**src/rtl/div_unit_pkg.sv**
```systemverilog
// Shared definitions for the multi-cycle divider: FSM encodings, result-ready
// constants and the EX-stage opcodes from which start/signed_div are derived.
package div_unit_pkg;

  typedef enum logic [1:0] {
    DIV_IDLE  = 2'b00,
    DIV_DZERO = 2'b01,
    DIV_BUSY  = 2'b10,
    DIV_DONE  = 2'b11
  } div_state_e;

  localparam logic DivResultReady    = 1'b1;
  localparam logic DivResultNotReady = 1'b0;

  localparam logic [7:0] EXE_DIV_OP  = 8'b0001_1010;
  localparam logic [7:0] EXE_DIVU_OP = 8'b0001_1011;

endpackage

```
**src/rtl/div_unit_step.sv**
```systemverilog
// One restoring-division iteration: shift {rem, dvd} left, trial-subtract the
// divisor from the top WIDTH+1 bits and shift the new quotient bit into dvd.
module div_step #(
  parameter int WIDTH = 32
) (
  input  logic [WIDTH-1:0] rem_i,
  input  logic [WIDTH-1:0] dvd_i,
  input  logic [WIDTH-1:0] dsr_i,
  output logic [WIDTH-1:0] rem_o,
  output logic [WIDTH-1:0] dvd_o
);

  logic [WIDTH:0] trial;
  logic [WIDTH:0] diff;
  logic           borrow;

  assign trial = {rem_i, dvd_i[WIDTH-1]};
  assign diff  = trial - {1'b0, dsr_i};
  // rem < dsr keeps trial below 2*dsr, so bit WIDTH of diff is set exactly on a borrow.
  assign borrow = diff[WIDTH];

  assign rem_o = borrow ? trial[WIDTH-1:0] : diff[WIDTH-1:0];
  assign dvd_o = {dvd_i[WIDTH-2:0], ~borrow};

endmodule

```
**src/rtl/div_unit.sv**
```systemverilog
// Multi-cycle restoring divider for MIPS DIV/DIVU: one quotient bit per cycle,
// result = {remainder, quotient}; stall_req holds the pipeline while in flight.
module div_unit
  import div_unit_pkg::*;
#(
  parameter int WIDTH = 32
) (
  input  logic               clk,
  input  logic               rst,
  input  logic               start,
  input  logic               signed_div,
  input  logic [WIDTH-1:0]   opdata1,
  input  logic [WIDTH-1:0]   opdata2,
  input  logic               annul,
  output logic [2*WIDTH-1:0] result,
  output logic               ready,
  output logic               stall_req,
  output div_state_e         dbg_state
);

  localparam int CW = $clog2(WIDTH) + 1;

  div_state_e         state_q, state_d;
  logic [CW-1:0]      cnt_q, cnt_d;
  logic [WIDTH-1:0]   rem_q, rem_d;
  logic [WIDTH-1:0]   dvd_q, dvd_d;
  logic [WIDTH-1:0]   dsr_q, dsr_d;
  logic               neg_quo_q, neg_quo_d;
  logic               neg_rem_q, neg_rem_d;
  logic [2*WIDTH-1:0] result_q, result_d;
  logic               ready_q, ready_d;

  logic [WIDTH-1:0]   step_rem, step_dvd;
  logic [WIDTH-1:0]   mag1, mag2;
  logic [WIDTH-1:0]   quo_fix, rem_fix;
  logic               accept, iterate, finish_busy, finish_dz;

  div_step #(.WIDTH(WIDTH)) u_step (
    .rem_i (rem_q),
    .dvd_i (dvd_q),
    .dsr_i (dsr_q),
    .rem_o (step_rem),
    .dvd_o (step_dvd)
  );

  // State register
  always_ff @(posedge clk or posedge rst) begin
    if (rst) state_q <= DIV_IDLE;
    else     state_q <= state_d;
  end

  // Next state: annul beats everything; dropping start aborts an unfinished division.
  always_comb begin
    state_d = state_q;
    if (annul) begin
      state_d = DIV_IDLE;
    end else begin
      unique case (state_q)
        DIV_IDLE:  if (start) state_d = (opdata2 == '0) ? DIV_DZERO : DIV_BUSY;
        DIV_DZERO: state_d = start ? DIV_DONE : DIV_IDLE;
        DIV_BUSY: begin
          if (!start)                     state_d = DIV_IDLE;
          else if (cnt_q == CW'(WIDTH))   state_d = DIV_DONE;
        end
        DIV_DONE:  if (!start) state_d = DIV_IDLE;
        default:   state_d = DIV_IDLE;
      endcase
    end
  end

  // Outputs and datapath controls
  always_comb begin
    result      = result_q;
    ready       = ready_q;
    stall_req   = start & ~ready_q;
    dbg_state   = state_q;
    accept      = (state_q == DIV_IDLE)  && (state_d == DIV_BUSY);
    iterate     = (state_q == DIV_BUSY)  && (state_d == DIV_BUSY);
    finish_busy = (state_q == DIV_BUSY)  && (state_d == DIV_DONE);
    finish_dz   = (state_q == DIV_DZERO) && (state_d == DIV_DONE);
  end

  always_comb begin
    mag1    = (signed_div && opdata1[WIDTH-1]) ? -opdata1 : opdata1;
    mag2    = (signed_div && opdata2[WIDTH-1]) ? -opdata2 : opdata2;
    quo_fix = neg_quo_q ? -dvd_q : dvd_q;
    rem_fix = neg_rem_q ? -rem_q : rem_q;

    cnt_d     = cnt_q;
    rem_d     = rem_q;
    dvd_d     = dvd_q;
    dsr_d     = dsr_q;
    neg_quo_d = neg_quo_q;
    neg_rem_d = neg_rem_q;
    result_d  = result_q;
    ready_d   = (state_d == DIV_DONE) ? DivResultReady : DivResultNotReady;

    if (accept) begin
      cnt_d     = '0;
      rem_d     = '0;
      dvd_d     = mag1;
      dsr_d     = mag2;
      neg_quo_d = signed_div & (opdata1[WIDTH-1] ^ opdata2[WIDTH-1]);
      neg_rem_d = signed_div & opdata1[WIDTH-1];
    end else if (iterate) begin
      cnt_d = cnt_q + 1'b1;
      rem_d = step_rem;
      dvd_d = step_dvd;
    end

    if (finish_busy)    result_d = {rem_fix, quo_fix};
    else if (finish_dz) result_d = '0;
  end

  always_ff @(posedge clk or posedge rst) begin
    if (rst) begin
      cnt_q     <= '0;
      rem_q     <= '0;
      dvd_q     <= '0;
      dsr_q     <= '0;
      neg_quo_q <= 1'b0;
      neg_rem_q <= 1'b0;
      result_q  <= '0;
      ready_q   <= DivResultNotReady;
    end else begin
      cnt_q     <= cnt_d;
      rem_q     <= rem_d;
      dvd_q     <= dvd_d;
      dsr_q     <= dsr_d;
      neg_quo_q <= neg_quo_d;
      neg_rem_q <= neg_rem_d;
      result_q  <= result_d;
      ready_q   <= ready_d;
    end
  end

endmodule

```
**config.mk**
```make
export PLATFORM = sky130hd
export DESIGN_NAME = div_unit
export DESIGN_NICKNAME = d
export VERILOG_FILES = /design/src/rtl/div_unit_pkg.sv /design/src/rtl/div_unit_step.sv /design/src/rtl/div_unit.sv
export SDC_FILE = /design/constraint.sdc
export NUM_CORES = 1
export LEC_CHECK = 0
export CORE_UTILIZATION = 60
export CTS_CLUSTER_DIAMETER = 40
export DETAILED_ROUTE_END_ITERATION = 10
export PLACE_DENSITY = 0.94
export SYNTH_ARGS = -nofsm -noshare
export SYNTH_HDL_FRONTEND = slang
export SYNTH_HIERARCHICAL = 1
export SYNTH_SLANG_ARGS = --single-unit
```
**constraint.sdc**
```tcl
create_clock -name clk -period 17.75 [get_ports clk]
set_input_delay 3.55 -clock clk [delete_from_list [all_inputs] [get_ports clk]]
set_output_delay 3.55 -clock clk [all_outputs]
set_load 0.05 [all_outputs]
```
==> metrics.cfg <==
[floorplanning]
die_w_um = 142.0
io_pins = 137
start_util_pct = 62.07
fp-row-count = 50
die_y_um = 142.0
die_area_um2 = 20170
core-area_um2 = 18960

[clock_tree]
insertion_delay_ns = 0.44
cts_made_buffers = 17
clk_path_buf_depth = 2
clk_pin_slew_ns = 0.07
cts_resized = 0
cts.sinks = 171
cts_root_buf = clkbuf_16
post_cts_buffers = 0
cts_max_level = 4
cts_tree = done
cts_hold_buf = 0

[placed_design]
finalWeightedCongestion = 0.9374
dp_hpwl_um = 21180
io_buffers = 136
placed_area_um2 = 12920
pre_cts_ws_ns = 9.243

[layout]
final_layout_size_suffix_gt1_share_pct = 5.010
finalNetCount = 1572
num_antenna_cells = 0
area_delta_synth_final_pct = 14.46
fin_area_um2 = 13470

[sta]
final.min_clock_period_ns = 8.508
fin_ws_ns = 9.242
slew_headroom_pct = 18.26
slew_viol_final = 0
final.setup.tns_ns = 0
worst_pin_slew_ns = 1.226
fin_worst_skew_ns = 0.009312
fin_crit_sh_pct = 47.93
fmax_ghz = 0.1175
hold_viol = 0
setup_viol = 0
grt_setup_unrepaired = no

[synth]
synth_common_cells = nand2_1 (242), dfrtp_1 (171), o21ai_0 (170), xor2_1 (102), nand3_1 (71)
synth_most_common_cell = nand2_1
netlist.area_leader.share_pct = 36.37
seq_area_frac_synth_pct = 36.37
ys_ff_latch = 171
synthCells = 1405
synthArstFlopShare_pct = 100.0
syn_avg_cell_area_um2 = 8.375
syn_nets = 1513
synth_cell_type_count = 71
synth-edff-count = 0
yosysWarnings = 6
synthFlopType = dfrtp_1
yosysTopAreaCell = dfrtp_1
synth_area_leaders = dfrtp_1 (36%), nand2_1 (7.7%), xor2_1 (7.6%), o21ai_0 (7.2%), ha_1 (4.0%)
netlist_area_um2 = 11770

[power]
total_leakage_power_nw = 5.951
swShare_pct = 41.68
intPower_mw = 0.9103
clkPwrFrac_pct = 22.6
p_switching_mw = 0.6507
power_mw = 1.561
pwr-share-comb_pct = 43.6
peakVddDrop_v = 0.0001010
cellPowerDensity_nw_per_um2 = 115.9
seqPwrFrac_pct = 33.8

[worst_setup_path]
crit_path_frequent_cell = clkdlybuf4s50_1
cp-end-kind = primary output
r2r_cells = 16
slowest_delay_ns = 0.81
critPathLaunchType = primary input
critical_path_class = primary input to primary output
cp.required_ns = 14.20
path_cells = clkdlybuf4s50_1, nor2b_1, clkdlybuf4s50_1
timing.critical_path.arrival_ns = 4.96
cp_num_cells = 3
slowest_stage = clkdlybuf4s50_1
worstPathBufferInverterCount = 2
path_max_fanout = 2
cpLargestDelayFamily = buffers and inverters

[hold_path]
whs_path_depth = 2
hold_class = flip-flop to flip-flop

[detailed_routing]
route.detailed.drc = 0
routed_wl_um = 29670
drtPass1Iterations = 6
drtIter0Drc = 1023
wl_per_cell_um = 17.08
routed_via_density = 6.190
ant_nets = 0
vias = 10752

[global_route]
antenna_found_initial = 0
grt_overflow = 0
grt_max_degree = 98
grt_pass1_vias = 9964
grt_pass1_wl_um = 48660
grt.total_usage_pct = 30.22

[run_status]
status = finished clean

[run]
cap_violations = 0

## layout make-up
| type | instances | area, µm² |
|---|---|---|
| fillers | 1388 | 5488 |
| repair buffers | 144 | 1421 |
| flip-flops and latches | 171 | 4280 |
| multi-input cells | 1080 | 6698 |
| clock inverters | 14 | 121.4 |
| well taps | 260 | 325.3 |
| clock buffers | 18 | 429.2 |
| inverters | 50 | 192.7 |
## stage by stage
stage               hold WS [ns]  util (%)  cells
floorplan                 0.4496         -   1405
global placement          0.4627     68.15   1705
global route              0.4975     71.05   1737
finish                    0.4775     71.05   1737
detailed placement        0.4699     68.15   1705
CTS                       0.4851     71.05   1737
## worst register-to-register path, cell delays in order (launching register included)
cell	delay, ns
dfrtp_1	0.43
inv_1	0.08
ha_1	0.23
fa_1	0.40
and2b_1	0.24
o2111ai_1	0.17
a21oi_2	0.23
o2111ai_1	0.20
a211oi_2	0.28
nor2_2	0.12
mux2i_1	0.13
buf_4	0.20
and2_4	0.21
inv_2	0.52
mux2_1	0.39
nand3_1	0.09
nand2_1	0.07
## flip-flops by register name, indices dropped and copies added (netlist names)
register	count
neg_rem_q	1
dvd_q	32
dbg_state	2
dsr_q	32
rem_q	32
cnt_q	6
ready	1
neg_quo_q	1
result	64
## placed cells by master, fill, tap and decap left out, drive strengths merged, types with 43 or more instances in the layout
cell type	instances
a21oi	53
clkdlybuf4s50	136
dfrtp	171
inv	58
nand2	242
nand3	71
nor2	57
o21ai	201
xnor2	43
xor2	102
## power groups by stage
stage	registers, mW	logic, mW	clock network [mW]
2_1_floorplan	0.565	0.469	0
3_3_place_gp	0.524	0.637	0
3_5_place_dp	0.529	0.662	0
4_1_cts	0.523	0.670	0.355
5_1_grt	0.534	0.738	0.371
6_report	0.527	0.681	0.353
## final timing paths
check | slack [ns] | from | endpoint
max reg2reg | 13.65 | dvd_q[31] | rem_q[3]
max in group asynchronous | 12.66 | rst | rem_q[12]
min | 0.48 | result[38] | result[38]
min in group asynchronous | 3.64 | rst | result[10]
min reg2reg | 0.48 | result[38] | result[38]
max | 9.24 | start | stall_req
## kinds of logic after synthesis
kind of cell,synth area share [%]
mux,3.722
compound gates,18.43
simple gates,19.64
buf+inv,6.837
flops,36.37
xor+xnor,10.79
fa+ha+maj,4.211
## per-layer routing
metal	track usage (%)	routed length (µm)
met5	0	0
met4	11.43	767
met3	3.735	2265
met2	49.23	13820
met1	41.30	12820
(Power assumes the default switching activity.)
